==> src/rtl/alu_pkg.sv <==
// rtl/alu_pkg.sv - opcode constants, FSM state type and flag indices for mc_alu
package alu_pkg;

  localparam logic [3:0] OP_CLR  = 4'b0000;
  localparam logic [3:0] OP_ADD  = 4'b0001;
  localparam logic [3:0] OP_SUB  = 4'b0010;
  localparam logic [3:0] OP_INC  = 4'b0011;
  localparam logic [3:0] OP_AND  = 4'b0100;
  localparam logic [3:0] OP_OR   = 4'b0101;
  localparam logic [3:0] OP_NOT  = 4'b0110;
  localparam logic [3:0] OP_XOR  = 4'b0111;
  localparam logic [3:0] OP_PASS = 4'b1000;
  localparam logic [3:0] OP_SHL  = 4'b1001;
  localparam logic [3:0] OP_SHR  = 4'b1010;
  localparam logic [3:0] OP_MUL  = 4'b1011;
  localparam logic [3:0] OP_DIV  = 4'b1100;

  typedef enum logic [1:0] {
    IDLE = 2'd0,
    RUN  = 2'd1,
    FIN  = 2'd2
  } state_t;

  localparam int FLAG_Z = 0;
  localparam int FLAG_N = 1;
  localparam int FLAG_C = 2;
  localparam int FLAG_V = 3;
  localparam int FLAG_W = 4;

endpackage

==> src/rtl/mc_alu_muldiv.sv <==
// rtl/mc_alu_muldiv.sv - iterative unsigned shift-add multiplier / restoring divider
// Outputs show the state after the pending step, so the last step's result can be captured on its own edge.
module mc_alu_muldiv
  import alu_pkg::*;
#(
  parameter int WIDTH = 8
) (
  input  logic             clk,
  input  logic             rst_n,
  input  logic             load,
  input  logic             div_sel,
  input  logic [WIDTH-1:0] op_a,
  input  logic [WIDTH-1:0] op_b,
  input  logic             step,
  output logic [WIDTH-1:0] res_lo,
  output logic [WIDTH-1:0] res_hi
);

  logic [WIDTH-1:0] hi_q, lo_q, m_q;
  logic             div_q;
  logic [WIDTH:0]   sum, trial;
  logic [WIDTH-1:0] hi_d, lo_d;

  always_comb begin
    sum   = '0;
    trial = '0;
    hi_d  = hi_q;
    lo_d  = lo_q;
    if (div_q) begin
      // hi holds the partial remainder, lo shifts dividend bits out and quotient bits in
      trial = {hi_q, lo_q[WIDTH-1]};
      if (trial >= {1'b0, m_q}) begin
        sum  = trial - {1'b0, m_q};
        hi_d = sum[WIDTH-1:0];
        lo_d = {lo_q[WIDTH-2:0], 1'b1};
      end else begin
        hi_d = trial[WIDTH-1:0];
        lo_d = {lo_q[WIDTH-2:0], 1'b0};
      end
    end else begin
      sum          = {1'b0, hi_q} + (lo_q[0] ? {1'b0, m_q} : {(WIDTH+1){1'b0}});
      {hi_d, lo_d} = {sum, lo_q[WIDTH-1:1]};
    end
  end

  always_ff @(posedge clk) begin
    if (!rst_n) begin
      hi_q  <= '0;
      lo_q  <= '0;
      m_q   <= '0;
      div_q <= 1'b0;
    end else if (load) begin
      hi_q  <= '0;
      lo_q  <= op_a;
      m_q   <= op_b;
      div_q <= div_sel;
    end else if (step) begin
      hi_q <= hi_d;
      lo_q <= lo_d;
    end
  end

  assign res_lo = lo_d;
  assign res_hi = hi_d;

endmodule

==> src/rtl/mc_alu.sv <==
// rtl/mc_alu.sv - multi-cycle ALU top; MC_ALU_MULDIV_EN enables iterative mul/div
// Without MC_ALU_MULDIV_EN, mul/div opcodes decode as illegal and busy is tied low.
module mc_alu
  import alu_pkg::*;
#(
  parameter int WIDTH = 8
) (
  input  logic             clk,
  input  logic             rst_n,
  input  logic             start,
  input  logic [3:0]       alus,
  input  logic [WIDTH-1:0] ac_n,
  input  logic [WIDTH-1:0] bus_n,
  output logic [WIDTH-1:0] Dout,
  output logic [WIDTH-1:0] Dout_hi,
  output logic             zf,
  output logic             nf,
  output logic             cf,
  output logic             vf,
  output logic             err,
  output logic             busy,
  output logic             done
);

  localparam int MSB = WIDTH - 1;

  logic [FLAG_W-1:0] flags_q;
  logic [WIDTH-1:0]  sc_lo;
  logic [FLAG_W-1:0] sc_flags;
  logic              sc_err;
  logic [WIDTH:0]    sum;
  logic              accept;
  logic              sc_accept;

  always_comb begin
    sc_lo    = '0;
    sc_flags = '0;
    sc_err   = 1'b0;
    sum      = '0;
    case (alus)
      OP_CLR: sc_lo = '0;
      OP_ADD: begin
        sum              = {1'b0, ac_n} + {1'b0, bus_n};
        sc_lo            = sum[WIDTH-1:0];
        sc_flags[FLAG_C] = sum[WIDTH];
        sc_flags[FLAG_V] = (ac_n[MSB] == bus_n[MSB]) && (sc_lo[MSB] != ac_n[MSB]);
      end
      OP_SUB: begin
        // the extra top bit of the widened difference is exactly the borrow
        sum              = {1'b0, ac_n} - {1'b0, bus_n};
        sc_lo            = sum[WIDTH-1:0];
        sc_flags[FLAG_C] = sum[WIDTH];
        sc_flags[FLAG_V] = (ac_n[MSB] != bus_n[MSB]) && (sc_lo[MSB] != ac_n[MSB]);
      end
      OP_INC: begin
        sum              = {1'b0, ac_n} + {{WIDTH{1'b0}}, 1'b1};
        sc_lo            = sum[WIDTH-1:0];
        sc_flags[FLAG_C] = sum[WIDTH];
        sc_flags[FLAG_V] = !ac_n[MSB] && sc_lo[MSB];
      end
      OP_AND:  sc_lo = ac_n & bus_n;
      OP_OR:   sc_lo = ac_n | bus_n;
      OP_NOT:  sc_lo = ~ac_n;
      OP_XOR:  sc_lo = ac_n ^ bus_n;
      OP_PASS: sc_lo = bus_n;
      OP_SHL: begin
        sc_lo            = {ac_n[MSB-1:0], 1'b0};
        sc_flags[FLAG_C] = ac_n[MSB];
      end
      OP_SHR: begin
        sc_lo            = {1'b0, ac_n[MSB:1]};
        sc_flags[FLAG_C] = ac_n[0];
      end
      default: sc_err = 1'b1;
    endcase
    if (!sc_err) begin
      sc_flags[FLAG_Z] = (sc_lo == '0);
      sc_flags[FLAG_N] = sc_lo[MSB];
    end
  end

`ifdef MC_ALU_MULDIV_EN
  localparam int CW = (WIDTH > 1) ? $clog2(WIDTH) : 1;

  state_t            state_q, state_d;
  logic [CW-1:0]     cnt_q;
  logic              is_md;
  logic              md_last;
  logic              op_div_q;
  logic              dz_q;
  logic [WIDTH-1:0]  md_lo, md_hi;
  logic [FLAG_W-1:0] md_flags;

  assign busy      = (state_q == RUN);
  assign accept    = start && !busy;
  assign is_md     = (alus == OP_MUL) || (alus == OP_DIV);
  assign sc_accept = accept && !is_md;
  assign md_last   = (state_q == RUN) && (cnt_q == CW'(WIDTH - 1));

  always_comb begin
    state_d = state_q;
    case (state_q)
      IDLE, FIN: state_d = (accept && is_md) ? RUN : IDLE;
      RUN:       state_d = md_last ? FIN : RUN;
      default:   state_d = IDLE;
    endcase
  end

  always_ff @(posedge clk) begin
    if (!rst_n) begin
      state_q  <= IDLE;
      cnt_q    <= '0;
      op_div_q <= 1'b0;
      dz_q     <= 1'b0;
    end else begin
      state_q <= state_d;
      cnt_q   <= (state_q == RUN && !md_last) ? cnt_q + 1'b1 : '0;
      if (accept && is_md) begin
        op_div_q <= (alus == OP_DIV);
        dz_q     <= (alus == OP_DIV) && (bus_n == '0);
      end
    end
  end

  mc_alu_muldiv #(.WIDTH(WIDTH)) u_muldiv (
    .clk     (clk),
    .rst_n   (rst_n),
    .load    (accept && is_md),
    .div_sel (alus == OP_DIV),
    .op_a    (ac_n),
    .op_b    (bus_n),
    .step    (state_q == RUN),
    .res_lo  (md_lo),
    .res_hi  (md_hi)
  );

  always_comb begin
    md_flags = '0;
    if (op_div_q) begin
      md_flags[FLAG_Z] = (md_lo == '0);
      md_flags[FLAG_N] = md_lo[MSB];
    end else begin
      md_flags[FLAG_Z] = (md_lo == '0) && (md_hi == '0);
      md_flags[FLAG_N] = md_hi[MSB];
    end
  end
`else
  assign busy      = 1'b0;
  assign accept    = start;
  assign sc_accept = accept;
`endif

  always_ff @(posedge clk) begin
    if (!rst_n) begin
      Dout    <= '0;
      Dout_hi <= '0;
      flags_q <= '0;
      err     <= 1'b0;
      done    <= 1'b0;
    end else begin
      done <= 1'b0;
      if (sc_accept) begin
        Dout    <= sc_lo;
        Dout_hi <= '0;
        flags_q <= sc_flags;
        err     <= sc_err;
        done    <= 1'b1;
      end
`ifdef MC_ALU_MULDIV_EN
      else if (md_last) begin
        Dout    <= md_lo;
        Dout_hi <= md_hi;
        flags_q <= md_flags;
        err     <= dz_q;
        done    <= 1'b1;
      end
`endif
    end
  end

  assign zf = flags_q[FLAG_Z];
  assign nf = flags_q[FLAG_N];
  assign cf = flags_q[FLAG_C];
  assign vf = flags_q[FLAG_V];

endmodule

==> config.mk <==
export PLATFORM = sky130hd
export DESIGN_NAME = mc_alu
export DESIGN_NICKNAME = d
export VERILOG_FILES = /design/src/rtl/alu_pkg.sv /design/src/rtl/mc_alu_muldiv.sv /design/src/rtl/mc_alu.sv
export SDC_FILE = /design/constraint.sdc
export NUM_CORES = 1
export LEC_CHECK = 0
export CORE_MARGIN = 2
export CORE_UTILIZATION = 55
export CTS_CLUSTER_DIAMETER = 150
export DETAILED_ROUTE_END_ITERATION = 12
export PLACE_DENSITY = 0.95
export SLEW_MARGIN = 5
export SYNTH_ARGS = -nofsm -noshare
export SYNTH_HDL_FRONTEND = slang
export SYNTH_SLANG_ARGS = --single-unit
==> constraint.sdc <==
create_clock -name clk -period 5.6 [get_ports clk]
set_clock_uncertainty 0.1 [all_clocks]
set_input_delay 0.84 -clock clk [delete_from_list [all_inputs] [get_ports clk]]
set_output_delay 0.84 -clock clk [all_outputs]
set_load 0.02 [all_outputs]
==> run metrics, run 1 <==
status completed; fin crit share 69.0%; Main synth FF type dfxtp_1; largest driver fanout on the critical path 7; wire per inst 18.2 um; vias in the first global route 2504; I/O Pins 46; initial DRC count roughly 320; Worst EP arrival 3.92 ns; worst rel slew slack 46.5%; first-pass GRT wire length 12000 um; pre-CTS setup slack 1.61 ns; core area 4290 um2; sequential area share after synthesis 11.6%; drt pass-1 iters 5; HP Class register to register; GR Util All Layers 29.5%; Avg Vias per Cell 6.73; CTS tree done; final-layout fill cell count approximately 390; clock buffer depth 2; Critical Path RT roughly 5.7 ns; Final #Nets roughly 400; Die W 70.4 um; Post-DP HPWL 5670 um; Setup CP Type input port to register; post-synthesis register bit count 14; final hold vios 0; RSZ-0062 raised after global routing false; vias between 2000 and 3000; CTS Hold Bufs 0; DIE AREA around 5000 um2; Post-route DRC 0; global route total overflow 0; Worst setup EP type register; Final Setup Violations 0; CTS Buf Count 3; LEAKAGE about 1.2 nW; clk slew on worst S/H paths 0.06 ns; layout overhead on the synthesized area 13.1%; Yosys cell types between 60 and 70; Resize count post-CTS 0; worst vdd ir 74.4 uV; setup tns final 0 ns; EDFF count, synth 0; fin. max-slew vios 0; die height 70.4 um; pin count of the biggest net entering global routing 21; asr flop ratio synth 0%; clk sink count 14; Avg Cell Area, Syn 7.37 um2; Starting Density 56.5%; total number of yosys warnings 0; Startpoint Class input port; Post-Syn Area roughly 2400 um2; Worst-Margin Slew 0.782 ns; DRT antenna net count 0; Total Routed Length about 7300 um; Max Clk Rate 0.259 GHz; P per Cell Area 153 nW/um2; # port buffers 36; Cells after Synth 329; share of cells above drive strength 1 5.71%; GPL Wtd Cong ~1.0; CTS H-tree lvls 1; clock latency on the worst-skew pair 0.25 ns; row count 24; postcts setup bufs 0; Setup WS post-layout 1.74 ns; Clock Root Buffer clkbuf_8; initial antenna violation count 0; min Tclk post-route 3.86 ns; Post-Route Utilization 63.8%; total of max-cap violations 0; ANT cells 0
## routing by layer
| layer | part of all wire, % | global-route usage [%] | wire (um) | vias to the layer above |
|---|---|---|---|---|
| met5 | 0 | 0 | 0 | - |
| met4 | 5.2 | 16.2 | 379 | 0 |
| met3 | 12 | 5.48 | 880 | 37 |
| met2 | 43 | 46.5 | 3150 | 225 |
| met1 | 40 | 37.7 | 2890 | 1226 |
| li1 | - | - | - | 1216 |
## cells in the mapped netlist (all sizes together) (6+ instances only)
library cell / instances / area share [%]
inv: 31 / 4.8
a211oi: 11 / 3.4
a21oi: 15 / 3.1
ha: 26 / 13
nor2: 40 / 6.4
xnor2: 7 / 2.5
nand3: 9 / 1.9
buf: 25 / 8.2
a32oi: 7 / 2.5
a21o: 6 / 1.9
nand2: 22 / 3.4
nand2b: 6 / 1.7
nor3: 7 / 1.4
a2111oi: 6 / 2.2
a22oi: 7 / 2.4
o21ai: 11 / 2.3
dfxtp: 14 / 12
## stage by stage
stage          std cells  total power [mW]  hold slack, ns  cell area (um2)
5_1_grt              402             0.444           0.401             2740
3_3_place_gp         398             0.314           0.351             2690
2_1_floorplan        337             0.260           0.437             2450
4_1_cts              402             0.415           0.378             2740
3_5_place_dp         398             0.316           0.356             2690
6_report             402             0.421           0.380             2740
## critical path, stage by stage
cell and delay, ns:
clkdlybuf4s50_1 0.62, inv_1 0.14, ha_1 0.26, inv_1 0.08, fa_1 0.41, a22oi_1 0.21
nor3_1 0.07, a2111oi_0 0.71, nand4_1 0.29, o41ai_2 0.29
## cells by family after synthesis
group	synth area share [%]
flip-flops	11.6
AO/OA/AOI/OAI	30.4
AND/OR/NAND/NOR	22.9
multiplexers	2.06
XOR/XNOR	3.97
adder cells (fa/ha/maj)	15.1
other	0.155
buffers and inverters	13.9
## cell type report
class	count	area, um2	share of cell area [%]
clock buffers	4	55.1	2.01
inverters	32	120	4.38
multi-input cells	261	1840	67.0
flip-flops and latches	14	280	10.2
well taps	52	65.1	2.37
repair buffers	39	383	14.0
## worst paths after layout
path / from / to / slack, ns / depth (start not counted)
max: ac_n[0] / flags_q[0] / 1.74 / 10
min: Dout[1] / Dout[1] / 0.38 / 2
max reg2reg: Dout[6] / Dout[6] / 4.69 / 2
min reg2reg: Dout[1] / Dout[1] / 0.38 / 2
## state kept, by name (all words and copies together) (netlist names)
name / count
Dout: 8
flags_q: 4
done: 1
err: 1
## power by group
| group | internal [mW] | switching [mW] | leakage [nW] | total, mW |
|---|---|---|---|---|
| logic | 0.0842 | 0.127 | 1.01 | 0.211 |
| clock network | 0.0624 | 0.0372 | 0.0288 | 0.0996 |
| registers | 0.106 | 0.00333 | 0.115 | 0.110 |
## placed cells by master (no fill, tap or decap), types with 3 or more instances in the layout
| cell type | synthesis | routed |
|---|---|---|
| buf_4 | 14 | 3 |
| a2111oi_0 | 5 | 5 |
| a221oi_1 | 3 | 3 |
| o21ai_0 | 10 | 10 |
| inv_1 | 31 | 31 |
| nand2b_1 | 5 | 5 |
| a211oi_1 | 11 | 11 |
| a22oi_1 | 6 | 6 |
| o221ai_1 | 4 | 4 |
| conb_1 | 1 | 9 |
| nor2b_1 | 3 | 3 |
| clkbuf_8 | 0 | 4 |
| a21o_1 | 6 | 6 |
| o211ai_1 | 3 | 3 |
| ha_1 | 26 | 26 |
| dfxtp_1 | 14 | 14 |
| a21oi_1 | 15 | 15 |
| nor2_1 | 38 | 38 |
| o22ai_1 | 4 | 4 |
| xor2_1 | 4 | 4 |
| a32oi_1 | 7 | 7 |
| a31oi_1 | 3 | 3 |
| xnor2_1 | 7 | 7 |
| clkdlybuf4s50_1 | 0 | 36 |
| nor3b_1 | 3 | 3 |
| mux2i_1 | 5 | 5 |
| nand3_1 | 9 | 9 |
| nand2_1 | 22 | 22 |
| nor3_1 | 7 | 7 |
| or4_1 | 4 | 4 |
No activity file was read; power rests on OpenSTA's default activity.
==> inputs of run 2 (changes only) <==
CORE_UTILIZATION = 54   (was 55)
PLACE_DENSITY = 0.93   (was 0.95)
clock period = 3.83 ns   (was 5.6 ns; I/O delays follow)
==> run 2 against run 1 <==
Net effect:
- non-clock buffer count is 10 higher
- hold slack worse by 0.020 ns
- combinational power is 52% higher
==> run metrics, run 2 (same netlist as run 1, synthesis figures left out) <==
I/O Pins 46 (unchanged); worst reg2reg path startpoint Dout[6]; core area 4350 um2 (+1.4%); CTS Hold Bufs 0 (unchanged); fin. max-slew vios 0 (unchanged); final instance area 2820 um2 (+2.7%); Final #Nets 412 (+2.5%); clk slew on worst S/H paths 0.06 ns (about the same); postcts setup bufs 0 (unchanged); vias in the first global route 2438 (-2.6%); share of cells above drive strength 1 8.33% (+2.6 points); Worst Hold Path Cells 2 (unchanged); total of max-cap violations 0 (unchanged); placed instance area 2760 um2 (+2.8%); Total Routed Length 7110 um (-2.6%); CTS tree done; initial antenna violation count 0 (unchanged); # port buffers 36 (unchanged); Starting Density 55.7% (-0.78 points); row count 24 (unchanged); die height 71.0 um (+0.87%); Worst EP arrival 3.50 ns (-0.42 ns); Startpoint Class input port; Critical Path Start ac_n[4]; Critical Path End flags_q[0]; worst vdd ir 95.3 uV (+28%); CTS H-tree lvls 1 (unchanged); Resize count post-CTS 0 (unchanged); Critical Path RT 3.89 ns (-1.76 ns); min Tclk post-route 3.44 ns; RSZ-0062 raised after global routing false; layout overhead on the synthesized area 16.2%; worst rel slew slack 48.0% (+1.5 points); Final Setup Violations 0 (unchanged); first-pass GRT wire length 11500 um (-4.3%); setup tns final 0 ns (unchanged); Top reg by flops Dout; clk sink count 14 (unchanged); Largest register FFs 8 (unchanged); P per Cell Area 221 nW/um2 (+44%); Post-DP HPWL 5480 um (-3.4%); initial DRC count 362 (+14%); Max Clk Rate a little under 0.3 GHz; Post-route DRC 0 (unchanged); Crit Reg-Reg Endpoint Dout[6]; clock buffer depth 2 (unchanged); most frequent cells in the layout nor2_1, clkdlybuf4s50_1, inv_1; Die W 71.0 um (+0.87%); GPL Wtd Cong 1.05 (+3.7%); drt pass-1 iters 5 (unchanged); GR Util All Layers 27.8% (-1.8 points); Top Registers Dout: 8 flops, flags_q: 4 flops; CTS Buf Count 3 (unchanged); fin crit share between 80% and 90%; Clock Root Buffer clkbuf_8; largest driver fanout on the critical path 9 (+2); global route total overflow 0 (unchanged); commonest non-fill, non-tap cell in the layout nor2_1; clock latency on the worst-skew pair 0.25 ns (about the same); LEAKAGE 1.21 nW (+4.1%); Worst-Margin Slew 0.774 ns (-0.00823 ns); setup slack, reg-to-reg 2.92 ns (-1.77 ns); R2R cell count 2 (unchanged); final hold vios 0 (unchanged); DRT antenna net count 0 (unchanged); Worst setup EP type register; HP Class register to register; wire per inst 17.2 um (-5.0%); status completed; ANT cells 0 (unchanged); Setup CP Type input port to register; DIE AREA 5040 um2 (+1.7%); pin count of the biggest net entering global routing 21 (unchanged); vias 2676 (-1.0%); final-layout fill cell count 400 (+3.4%); Avg Vias per Cell 6.50 (-3.4%)
## run 2: final cells by class
| type | instances | area, um2 | area share [%] |
|---|---|---|---|
| Multi-Input combinational cell | 261 | 1840 | 65.3 |
| Timing Repair Buffer | 49 | 458 | 16.3 |
| Inverter | 32 | 120 | 4.26 |
| Clock buffer | 4 | 55.1 | 1.95 |
| Tap cell | 52 | 65.1 | 2.31 |
| Sequential cell | 14 | 280 | 9.95 |
## run 2: power breakdown
part / switching, mW / internal [mW] / total, mW
Combinational: 0.188 / 0.132 / 0.320
Clock: 0.0518 / 0.0911 / 0.143
Sequential: 0.00491 / 0.155 / 0.160
Total: 0.244 / 0.379 / 0.623
## run 2: critical path, cell delays in order
cell	delay, ns
clkdlybuf4s50_1	0.58
inv_1	0.15
ha_1	0.43
and3_4	0.22
o2bb2ai_2	0.12
or2_0	0.21
xor2_1	0.14
a2111oi_1	0.63
nand2_1	0.14
o41ai_2	0.30
## run 2: how the worst min path moves through the flow
stage,startpoint,endpoint
2_1_floorplan,flags_q[2],flags_q[2]
3_3_place_gp,flags_q[2],flags_q[2]
3_5_place_dp,flags_q[0],flags_q[0]
4_1_cts,err,err
5_1_grt,flags_q[0],flags_q[0]
6_report,flags_q[2],flags_q[2]
## run 2: layer usage
layer | up-vias | GRT usage, % | wire, um | share of wire, %
li1 | 1239 | - | - | -
met1 | 1222 | 35.9 | 2790 | 39
met2 | 188 | 48.1 | 3360 | 47
met3 | 27 | 2.85 | 768 | 11
met4 | 0 | 9.64 | 191 | 2.7
met5 | - | 0 | 0 | 0
## run 2: through the flow
step / utilization, % / hold WS, ns / setup WS, ns / instances / power (mW)
6_report: 64.7 / 0.360 / 0.393 / 412 / 0.623
4_1_cts: 64.7 / 0.367 / 0.464 / 412 / 0.615
3_3_place_gp: 63.4 / 0.350 / 0.277 / 408 / 0.468
2_1_floorplan: - / 0.437 / 0.980 / 337 / 0.380
5_1_grt: 64.7 / 0.407 / 0.305 / 412 / 0.653
3_5_place_dp: 63.4 / 0.353 / 0.202 / 408 / 0.473
==> RTL edit (settings of run 2) <==
Add a define of `MC_ALU_MULDIV_EN`.
--- a/src/rtl/mc_alu.sv
+++ b/src/rtl/mc_alu.sv
@@ -2,2 +2,4 @@
 // Without MC_ALU_MULDIV_EN, mul/div opcodes decode as illegal and busy is tied low.
+`define MC_ALU_MULDIV_EN
+
 module mc_alu
Function: changed (Yosys sat finds a counterexample within 4 cycles, from zero or initial values and one cycle with rst_n low).
==> RTL edit against run 2 <==
Wire length up 120%; via count rose by 91%; worst setup slack better by 0.072 ns; area after synthesis up 100%; cell area rose by 98%; power increased by 130%; sequential cell count increased by 39; final cell count is 91% higher.
==> RTL edit: results (changes against run 2) <==
HP Start -> cnt_q[0]$_SDFF_PN0_
DP Worst Slack -> 0.198 ns (-0.00374 ns)
Port bufs -> 45 (+25%)
DR iter-0 viols -> 436 (+20%)
Layout cells sized above 1 -> 7.35% (-0.98 points)
Post-Layout Cell Count -> 788 (+91%)
Max FO, Critical Path -> 6 (-3)
Hold_ws -> 0.337 ns (-0.0231 ns)
Synth area leaders -> dfxtp_1 22%, ha_1 12%, nand2_1 5.9%
Yosys cell types -> 71 (+6.0%)
H-tree depth -> 2 (+1)
Antenna diode count -> 0 (unchanged)
Number of global-route vias before repair -> 5060 (+110%)
DRT Wirelength -> 15.7 mm (+120%)
Synth top cells by count -> 76 x nand2_1, 53 x dfxtp_1, 52 x nor2_1
Initial antenna violation count -> 0 (unchanged)
Largest net degree at the start of global routing -> 37 (+76%)
Post-CTS Setup Repair Bufs -> 0 (unchanged)
Placer Congestion -> 1.00 (-4.4%)
Asr flop ratio synth -> 0% (unchanged)
Routed vias/inst -> 6.49 (about the same)
DRT Pass-1 Iters -> 7 (+2)
Register area share after synthesis -> 21.8% (+10 points)
Leakage -> 2.18 nW (+81%)
CTS Buffer Depth -> 2 (unchanged)
Cts repair resizes -> 0 (unchanged)
Synth Net Count -> 711
Internal -> 0.901 mW (+140%)
Final min period -> 3.36 ns (-0.0718 ns)
Worst r2r src -> u_muldiv.lo_q[0]$_SDFFE_PN0P_
DP Cell Count -> 780 (+91%)
Worst hold path class -> reg2reg
Crit path DAT -> 3.47 ns (-0.03 ns)
DPL Wire Length -> 12.3 mm (+120%)
CTS clk-pin slew, worst paths -> 0.10 ns (+0.04 ns)
Num CTS Buffers -> 5 (+2)
Syn. warnings -> 0 (unchanged)
CP startpoint -> bus_n[1]
Status -> completed
R2R Setup Slk -> 0.62 ns (-2.30 ns)
Maximum VDD drop -> 0.156 mV (+63%)
Ys flop type -> dfxtp_1
Slew headroom -> 45.0% (-3.0 points)
Placed cell areas -> 5490 um^2 (+99%)
CTS Root Cell -> clkbuf_8
Cells after Synth -> 638 (+94%)
GRT Total Usage -> 32.3% (+4.5 points)
Worst skew pair latency -> 0.31 ns (+0.06 ns)
Nets -> 752 (+83%)
Global-route wire length before repair -> 25.6 mm (+120%)
Setup-failing EPs final -> 0 (unchanged)
[RTL edit: metal layers]
metal  routed length, um  global-route usage, %  up-vias
met4                 726                   14.9        0
met3                1310                   5.53       55
met5                   0                      0        -
met1                5990                   38.0     2393
met2                7670                   57.2      278
li1                    -                      -     2391
[RTL edit: final timing paths]
check	cells past startpoint	end
worst min register to register	1	cnt_q[0]$_SDFF_PN0_
worst max-delay path	11	flags_q[0]$_SDFFE_PN0P_
worst max register to register	10	flags_q[0]$_SDFFE_PN0P_
worst min-delay path	1	cnt_q[0]$_SDFF_PN0_
[RTL edit: critical path: stages]
cell and delay, ns:
clkdlybuf4s50_1 0.62, inv_1 0.16, ha_1 0.35, o21ba_2 0.23, or4_4 0.42, o21ai_2 0.10
o221ai_2 0.15, a221o_1 0.36, a21oi_2 0.21, a41oi_1 0.17, o31ai_1 0.12
[RTL edit: per-stage QoR]
step                total power, mW  util, %
floorplan                     0.907        -
global placement               1.06     62.9
detailed placement             1.07     62.9
CTS                            1.39     64.0
global route                   1.47     64.0
finish                         1.40     64.0
[RTL edit: final cells by class]
type / count / area, um^2
multi-input combinational: 510 / 3490
fill: 749 / 3140
sequential: 53 / 1060
timing repair buffer: 72 / 666
inverter: 37 / 139
tap: 108 / 135
clock buffer: 5 / 68.8
clock inverter: 3 / 26.3
[RTL edit: cell families (layout without fill, tap and decap cells)]
family / count (synthesis) / in the layout / share of synthesized area (%)
AOI/OAI and AO/OA: 201 / 201 / 29.4
xor gates and xnor gates: 18 / 18 / 3.24
adders and majority gates: 50 / 50 / 13.5
buffers and inverters: 75 / 117 / 6.48
DFF: 53 / 53 / 21.8
muxes: 13 / 13 / 2.78
and+or+nand+nor: 228 / 228 / 22.8
[RTL edit: power by group through the flow]
stage / combinational [mW] / clock (mW) / sequential (mW)
after floorplan: 0.305 / 0 / 0.602
after global placement: 0.467 / 0 / 0.595
after detailed placement: 0.476 / 0 / 0.596
after CTS: 0.478 / 0.329 / 0.583
after global routing: 0.529 / 0.352 / 0.586
final: 0.491 / 0.329 / 0.584
